$ cat config.mk
export PLATFORM = sky130hd
export DESIGN_NAME = sync_ram_dp
export DESIGN_NICKNAME = d
export VERILOG_FILES = /design/src/rtl/sync_ram_dp.sv
export SDC_FILE = /design/constraint.sdc
export NUM_CORES = 1
export LEC_CHECK = 0
export ABC_AREA = 1
export BUFFER_PORTS_ARGS = -buffer_cell sky130_fd_sc_hd__buf_2
export CAP_MARGIN = 20
export CORE_MARGIN = 4
export CORE_UTILIZATION = 55
export CTS_BUF_LIST = sky130_fd_sc_hd__clkbuf_8
export CTS_CLUSTER_SIZE = 30
export DETAILED_ROUTE_END_ITERATION = 10
export GPL_TIMING_DRIVEN = 0
export PLACE_DENSITY = 0.75
export SLEW_MARGIN = 20
export SYNTH_ARGS = -nofsm -noshare
export SYNTH_HDL_FRONTEND = slang
export SYNTH_SLANG_ARGS = --single-unit
$ cat constraint.sdc
create_clock -name clk -period 1.9 [get_ports clk]
set_input_delay 0.19 -clock clk [delete_from_list [all_inputs] [get_ports clk]]
set_output_delay 0.19 -clock clk [all_outputs]
set_load 0.02 [all_outputs]
$ cat src/rtl/sync_ram_dp.sv
// sync_ram_dp: simple dual-port synchronous RAM. It has one write port and one
// read port, both usable in the same cycle. The write port has per-byte
// enables. Read latency is 1 or 2 cycles. The same-address read-during-write
// policy can be selected. After reset, an optional hardware sequence clears
// every word to zero.
//
// Ports:
//   clk        - rising-edge clock
//   rst        - asynchronous active-high reset (synchronous release expected)
//   we         - write enable
//   waddr      - write address
//   din        - write data
//   be         - byte enables; be[i] qualifies din[8i+7:8i]
//   re         - read enable
//   raddr      - read address
//   dout       - read data; holds its last value between reads
//   dout_valid - one-cycle pulse marking dout as new data
//   busy       - clear sequence in progress; all port requests are ignored
//
// Output protocol: there is no back-pressure. Each accepted read (re=1 while
// busy=0) produces exactly one dout_valid pulse, RD_LAT edges after it was
// sampled. Results arrive in request order, one per cycle at full rate.
// dout is only meaningful in the cycle dout_valid=1, and it holds otherwise.
module sync_ram_dp #(
  parameter int DATA_W         = 8,
  parameter int ADDR_W         = 4,
  parameter int DEPTH          = 16,
  parameter int RD_LAT         = 1,
  parameter int RDW_MODE       = 0,
  parameter int CLEAR_ON_RESET = 1
) (
  input  logic                  clk,
  input  logic                  rst,
  input  logic                  we,
  input  logic [ADDR_W-1:0]     waddr,
  input  logic [DATA_W-1:0]     din,
  input  logic [DATA_W/8-1:0]   be,
  input  logic                  re,
  input  logic [ADDR_W-1:0]     raddr,
  output logic [DATA_W-1:0]     dout,
  output logic                  dout_valid,
  output logic                  busy
);

  // Reject illegal parameter combinations at elaboration time.
  if (DATA_W < 8 || (DATA_W % 8) != 0) begin : g_chk_data_w
    $error("sync_ram_dp: DATA_W must be a positive multiple of 8");
  end
  if (RD_LAT != 1 && RD_LAT != 2) begin : g_chk_rd_lat
    $error("sync_ram_dp: RD_LAT must be 1 or 2");
  end
  if (ADDR_W < 1 || DEPTH < 1 || DEPTH > (1 << ADDR_W)) begin : g_chk_depth
    $error("sync_ram_dp: DEPTH must satisfy 1 <= DEPTH <= 2**ADDR_W");
  end

  localparam int              NB       = DATA_W / 8;
  localparam int              IDX_W    = (DEPTH > 1) ? $clog2(DEPTH) : 1;
  localparam logic [ADDR_W:0] DEPTH_L  = (ADDR_W + 1)'(DEPTH);
  localparam logic [ADDR_W-1:0] CLR_LAST = ADDR_W'(DEPTH - 1);

  typedef enum logic {
    S_CLEAR = 1'b0,
    S_IDLE  = 1'b1
  } state_e;

  state_e              state_q;
  logic [ADDR_W-1:0]   clr_cnt_q;
  logic                busy_q;

  logic [DATA_W-1:0]   mem_q [DEPTH];

  logic                waddr_ok;
  logic                raddr_ok;
  logic                wr_ok;
  logic                rd_req;
  logic                clr_we;
  logic [DATA_W-1:0]   rd_word_d;
  logic                out_req;
  logic [DATA_W-1:0]   out_word;
  logic [DATA_W-1:0]   dout_q;
  logic                dout_valid_q;

  // Words at or above DEPTH do not exist: writes there are dropped and reads
  // return zero.
  assign waddr_ok = ({1'b0, waddr} < DEPTH_L);
  assign raddr_ok = ({1'b0, raddr} < DEPTH_L);

  assign wr_ok  = we && !busy_q && waddr_ok;
  assign rd_req = re && !busy_q;
  // Do not touch the array while reset is held. The clear sequence starts
  // on the first edge after release.
  assign clr_we = busy_q && !rst;

  // Clear/idle controller. Clearing walks word 0..DEPTH-1, one word per
  // edge. busy drops on the same edge that writes the last word.
  always_ff @(posedge clk or posedge rst) begin
    if (rst) begin
      state_q   <= (CLEAR_ON_RESET != 0) ? S_CLEAR : S_IDLE;
      clr_cnt_q <= '0;
      busy_q    <= (CLEAR_ON_RESET != 0);
    end else begin
      case (state_q)
        S_CLEAR: begin
          if (clr_cnt_q == CLR_LAST) begin
            state_q   <= S_IDLE;
            busy_q    <= 1'b0;
            clr_cnt_q <= '0;
          end else begin
            clr_cnt_q <= clr_cnt_q + 1'b1;
          end
        end
        default: begin
          state_q <= S_IDLE;
          busy_q  <= 1'b0;
        end
      endcase
    end
  end

  // Storage array. It has no reset, and only the clear sequence zeroes it.
  always_ff @(posedge clk) begin
    if (clr_we) begin
      mem_q[clr_cnt_q[IDX_W-1:0]] <= '0;
    end else if (wr_ok) begin
      for (int i = 0; i < NB; i++) begin
        if (be[i]) begin
          mem_q[waddr[IDX_W-1:0]][8*i +: 8] <= din[8*i +: 8];
        end
      end
    end
  end

  // Read word as seen at this edge. The array read returns the pre-write
  // contents (old data). In write-first mode, a same-address write merges
  // its enabled lanes on top of that word.
  always_comb begin
    rd_word_d = '0;
    if (raddr_ok) begin
      rd_word_d = mem_q[raddr[IDX_W-1:0]];
      if (RDW_MODE != 0 && wr_ok && (waddr == raddr)) begin
        for (int i = 0; i < NB; i++) begin
          if (be[i]) begin
            rd_word_d[8*i +: 8] = din[8*i +: 8];
          end
        end
      end
    end
  end

  // The optional extra stage delays the request and its data by one edge
  // without losing throughput.
  if (RD_LAT == 2) begin : g_lat2
    logic              pipe_valid_q;
    logic [DATA_W-1:0] pipe_data_q;

    always_ff @(posedge clk or posedge rst) begin
      if (rst) begin
        pipe_valid_q <= 1'b0;
        pipe_data_q  <= '0;
      end else begin
        pipe_valid_q <= rd_req;
        if (rd_req) begin
          pipe_data_q <= rd_word_d;
        end
      end
    end

    assign out_req  = pipe_valid_q;
    assign out_word = pipe_data_q;
  end else begin : g_lat1
    assign out_req  = rd_req;
    assign out_word = rd_word_d;
  end

  // Output register: dout only changes when a result is delivered.
  always_ff @(posedge clk or posedge rst) begin
    if (rst) begin
      dout_q       <= '0;
      dout_valid_q <= 1'b0;
    end else begin
      dout_valid_q <= out_req;
      if (out_req) begin
        dout_q <= out_word;
      end
    end
  end

  assign dout       = dout_q;
  assign dout_valid = dout_valid_q;
  assign busy       = busy_q;

endmodule

; Word level (Yosys, flattened, before mapping)
; Memory sizes are Yosys's and may differ from the RTL's. A register that Yosys moved wholly into a read port is not among the register bits.
; Cells that the tools add are included.
[totals]
ff_bits = 7
ramBits = 128
in_bits = 21
output_inout_bits = 10
elab_cells = 28
memories = 1
[memory_table]
columns = memory, words, word_bits, rd, rd_ports_with_merged_regs, write_ports, line_no
row1 = mem_q, 16, 8, 1, 1, 1, 70  ; logic [DATA_W-1:0] mem_q [DEPTH];
[classes]
addsub = 1
n_eq_ne = 1
muxes = 14
reduce_logical = 7
[ops]
columns = cell, count
row1 = $mux 1, 11
row2 = $mux 4, 2
row3 = $mux 8, 1
row4 = $reduce_or 8->1, 1
row5 = $add 4x1->4 const B, 1
row6 = $eq 4x4->1 const B, 1
row7 = $logic_and 1x1->1, 3
row8 = $logic_not 1->1, 2
row9 = $reduce_bool 2->1, 1

; Longest topological paths before layout
[depth]
depth_word = 7
depth_mapped = 10
ltp_nobuf = 9

; Worst setup path before layout
; No wires, ideal clock.
[synth_path]
path_kind = flip-flop to flip-flop
start = register busy_q (netlist: busy)
end = memory mem_q[11][0], enable pin
setup_time_ns = 0.370
arrival_ns = 1.605
required_time_ns = 1.530
slack_ns = -0.075
path_stages_with_launch = 8
n_path_buf = 1
synth_period_minus_slack_ns = 1.975
path_cell_list = dfstp_2 > clkinv_2 > nand3_4 > buf_4 > nand2_1 > o21ai_2 > nand2_1 > nor2_1
[synth_between]
elab_chain_cells = 7
elab_cells_between_ends = 11
cone_classes = 7 x mux / 4 x reduce/logical
[synth_rtl]
columns = item, line_no
row1 = start: declaration, 68  ; logic busy_q;
row2 = start signal: assignment, 100  ; busy_q <= (CLEAR_ON_RESET != 0);
row3 = $logic_not 1->1, 88  ; assign wr_ok = we && !busy_q && waddr_ok;
row4 = $logic_and 1x1->1, 88
row5 = $mux 1, 124  ; end else if (wr_ok) begin
row6 = $mux 1, 122  ; if (clr_we) begin
row7 = $mux 1 (not written as such), 127  ; mem_q[waddr[IDX_W-1:0]][8*i +: 8] <= din[8*i +: 8];
row8 = $reduce_or 8->1 (no line), --
row9 = $mux 4 (no line) or $mux 1 (tied branches), --
row10 = end: declaration, 70
; Parallel ways exist; a longest one is shown, timed or not.

; Worst setup path after layout
[layout_path]
start = register busy_q (netlist: busy)
end = memory mem_q[3][4], enable pin
; The elaborated chain is that of the path after synthesis.

==> results.txt <==
Rows = 37
Gr ovfl total = 0
Root Buffer = clkbuf_8
Vias/cell = 5.74
Internal Power = 5.24 mW
Largest area contributor in the netlist = edfxtp_1
Vias in the first global route = 4308
Gate power share = 8.0%
Placed Area = 6330 um2
Initial antenna violation count = 0
Remaining DRCs = 0
Clock transition at path regs = 0.08 ns
Drt first pass iters = 6
DR WL/cell = 20.4 um
Dpl hpwl = 9.36 mm
Min Tclk post-route = 1.91 ns
IO Count = 31
GPL Wtd Cong = 0.838
Clock share of power = 41.0%
Total track usage = 23.9%
Final Max Tran Viols = 0
Min-delay src = raddr[3]
CP Class = flop to flop
Clock sinks = 143
Pwr Total = 6.80 mW
CTS Buf Count = 17
Post-Synthesis Cells = 542
Status = finished, violations left
Pin slew with the least headroom to its limit = 0.721 ns
Worst Setup Start Kind = flop
Cell leakage power = 2.90 nW
Sequential element share of the synthesized area = 70.2%
Final Cycle Share = 100%
Fin cells = 749
Syn_area_per_cell = 11.1 um2
1st-iter DRT viols = 525
Switch Pwr = 1.56 mW
Die area = 12700 um2
Final wirelength = 15.3 mm
Storage cell area = 4220 um2
Clock Path Buffers = 2
VDD IR max = 0.478 mV
Sequential power share = 51.0%
Die Width = 113 um
Critical Path Fanout Max = 8
Vias = 4300
Mapped Area = 6010 um2
R2R Path Start = busy
Largest cells by area after synthesis = edfxtp_1, nand2_1, nand3_1
Switching part of the total = 22.9%
Hold_ws = 0.0701 ns
Ant diodes = 0
PwrDens = 933 nW/um2
Placed Cells = 705
Endpoints failing setup = 3
Most frequent cells in the layout = nand2_1, edfxtp_1, nand3_1
Initial Utilization = 57.2%
Area Overhead vs Synth = 21.1%
RSZ-0062 raised after global routing = true
H-tree depth = 4
CTS tree = built
Syn. warnings = 0
Most common cell after layout, fill and taps aside = nand2_1
Chip height = 113 um
Layout cells sized above 1 = 23.0%
Number of fill cells in the layout = 695
Port-buffer cells = 27
Multi-input gate area = 1770 um2
First-pass GRT wire length = 22.8 mm
Antenna Nets Post-Route = 0
CORE AREA = 10500 um2
Crit path from = busy
Fmax = 524 MHz
Syn_nets = 564
Yosys top cell area share = 63.9%
Worst EP arrival = 2.02 ns
Max Cap Viol = 0
Hold Path Class = input port to flop
Clock Skew = 0.0173 ns
Pre-CTS setup slack = -0.439 ns
Worst skew pair latency = 0.44 ns
Crit end category = flop
Setup TNS = -0.0107 ns
Worst EP required = 2.01 ns
Violated checks = setup timing
Final nets = 622
Unique cell type count in the Yosys netlist = 20
Final core utilization = 69.3%
Relative slew margins = 51.9%
Finished Cell Area = 7280 um2
Seq cells post-synth = 143
Largest net degree at the start of global routing = 17
Final number of hold-violating endpoints = 0
Final setup margin = -0.00736 ns
[synthesized netlist by cell type]
| library cell | instances |
|---|---|
| nor2_1 | 25 |
| buf_2 | 6 |
| buf_4 | 9 |
| nand2_2 | 1 |
| nand3_4 | 1 |
| ha_1 | 1 |
| clkinv_1 | 1 |
| dfrtp_1 | 14 |
| dfstp_2 | 1 |
| edfxtp_1 | 128 |
| inv_1 | 24 |
| o21ai_2 | 2 |
| xor2_1 | 1 |
| o21ai_0 | 6 |
| buf_6 | 10 |
| clkinv_2 | 1 |
| o31ai_1 | 1 |
| nand2_1 | 206 |
| nand3_1 | 102 |
| inv_2 | 2 |
[per-layer routing]
layer | global-route usage (%) | part of all wire, % | vias up
met4 | 10.4 | 3.1 | 0
met3 | 6.74 | 9.4 | 45
met2 | 37.0 | 49 | 256
met1 | 31.9 | 39 | 2043
met5 | 0 | 0 | -
li1 | - | - | 1956
[area by class of cell]
class | count | share of cell area, %
timing repair buffer | 39 | 4.55
clock buffer | 19 | 3.59
sequential | 143 | 58.0
tap | 136 | 2.34
buffer | 25 | 3.06
clock inverter | 13 | 2.66
multi-input combinational | 346 | 24.4
inverter | 28 | 1.48
[flip-flops by register name, indices dropped and copies added, names as in the netlist]
register    flops
dout            8
state_q         1
dout_valid      1
clr_cnt_q       4
mem_q         128
busy            1
[final timing paths]
kind | endpoint | slack (ns) | cells past startpoint
min | dout[1] | 0.07 | 5
min reg2reg | dout[7] | 0.49 | 2
max in group asynchronous | state_q | 1.11 | 3
max | mem_q[3][4] | -0.007 | 7
max reg2reg | mem_q[3][4] | -0.007 | 7
min in group asynchronous | dout[2] | 0.39 | 3
[critical path, stage by stage (launching register included)]
cell	delay (ns)
dfstp_2	0.56
inv_4	0.04
nand3_4	0.18
buf_12	0.15
nand2_4	0.05
o21ai_4	0.10
nand2_4	0.17
nor2_4	0.31
[power groups by stage]
| stage | Sequential (mW) | Clock [mW] | Combinational, mW |
|---|---|---|---|
| 2_1_floorplan | 3.56 | 0 | 0.276 |
| 3_3_place_gp | 3.53 | 0 | 0.455 |
| 3_5_place_dp | 3.54 | 0 | 0.469 |
| 4_1_cts | 3.47 | 2.76 | 0.499 |
| 5_1_grt | 3.47 | 2.93 | 0.594 |
| 6_report | 3.47 | 2.78 | 0.547 |
[repair_timing]
action	in CTS	in global routing
gates resized for setup	43	33
pin swaps	16	11
hold endpoints to repair	14	0
hold buffers	1	0
setup buffers	8	3
endpoints found under the setup margin	192	128
[kinds of logic (layout without fill, tap and decap cells)]
family,Yosys count,count (layout),share of synthesized area [%]
xor gates and xnor gates,1,1,0.146
and+or+nand+nor,335,335,23.3
AOI/OAI and AO/OA,9,9,0.915
buffers and inverters,53,124,5.26
DFF,143,143,70.2
adders and majority gates,1,1,0.208
Power figures use the tool's default switching activity.
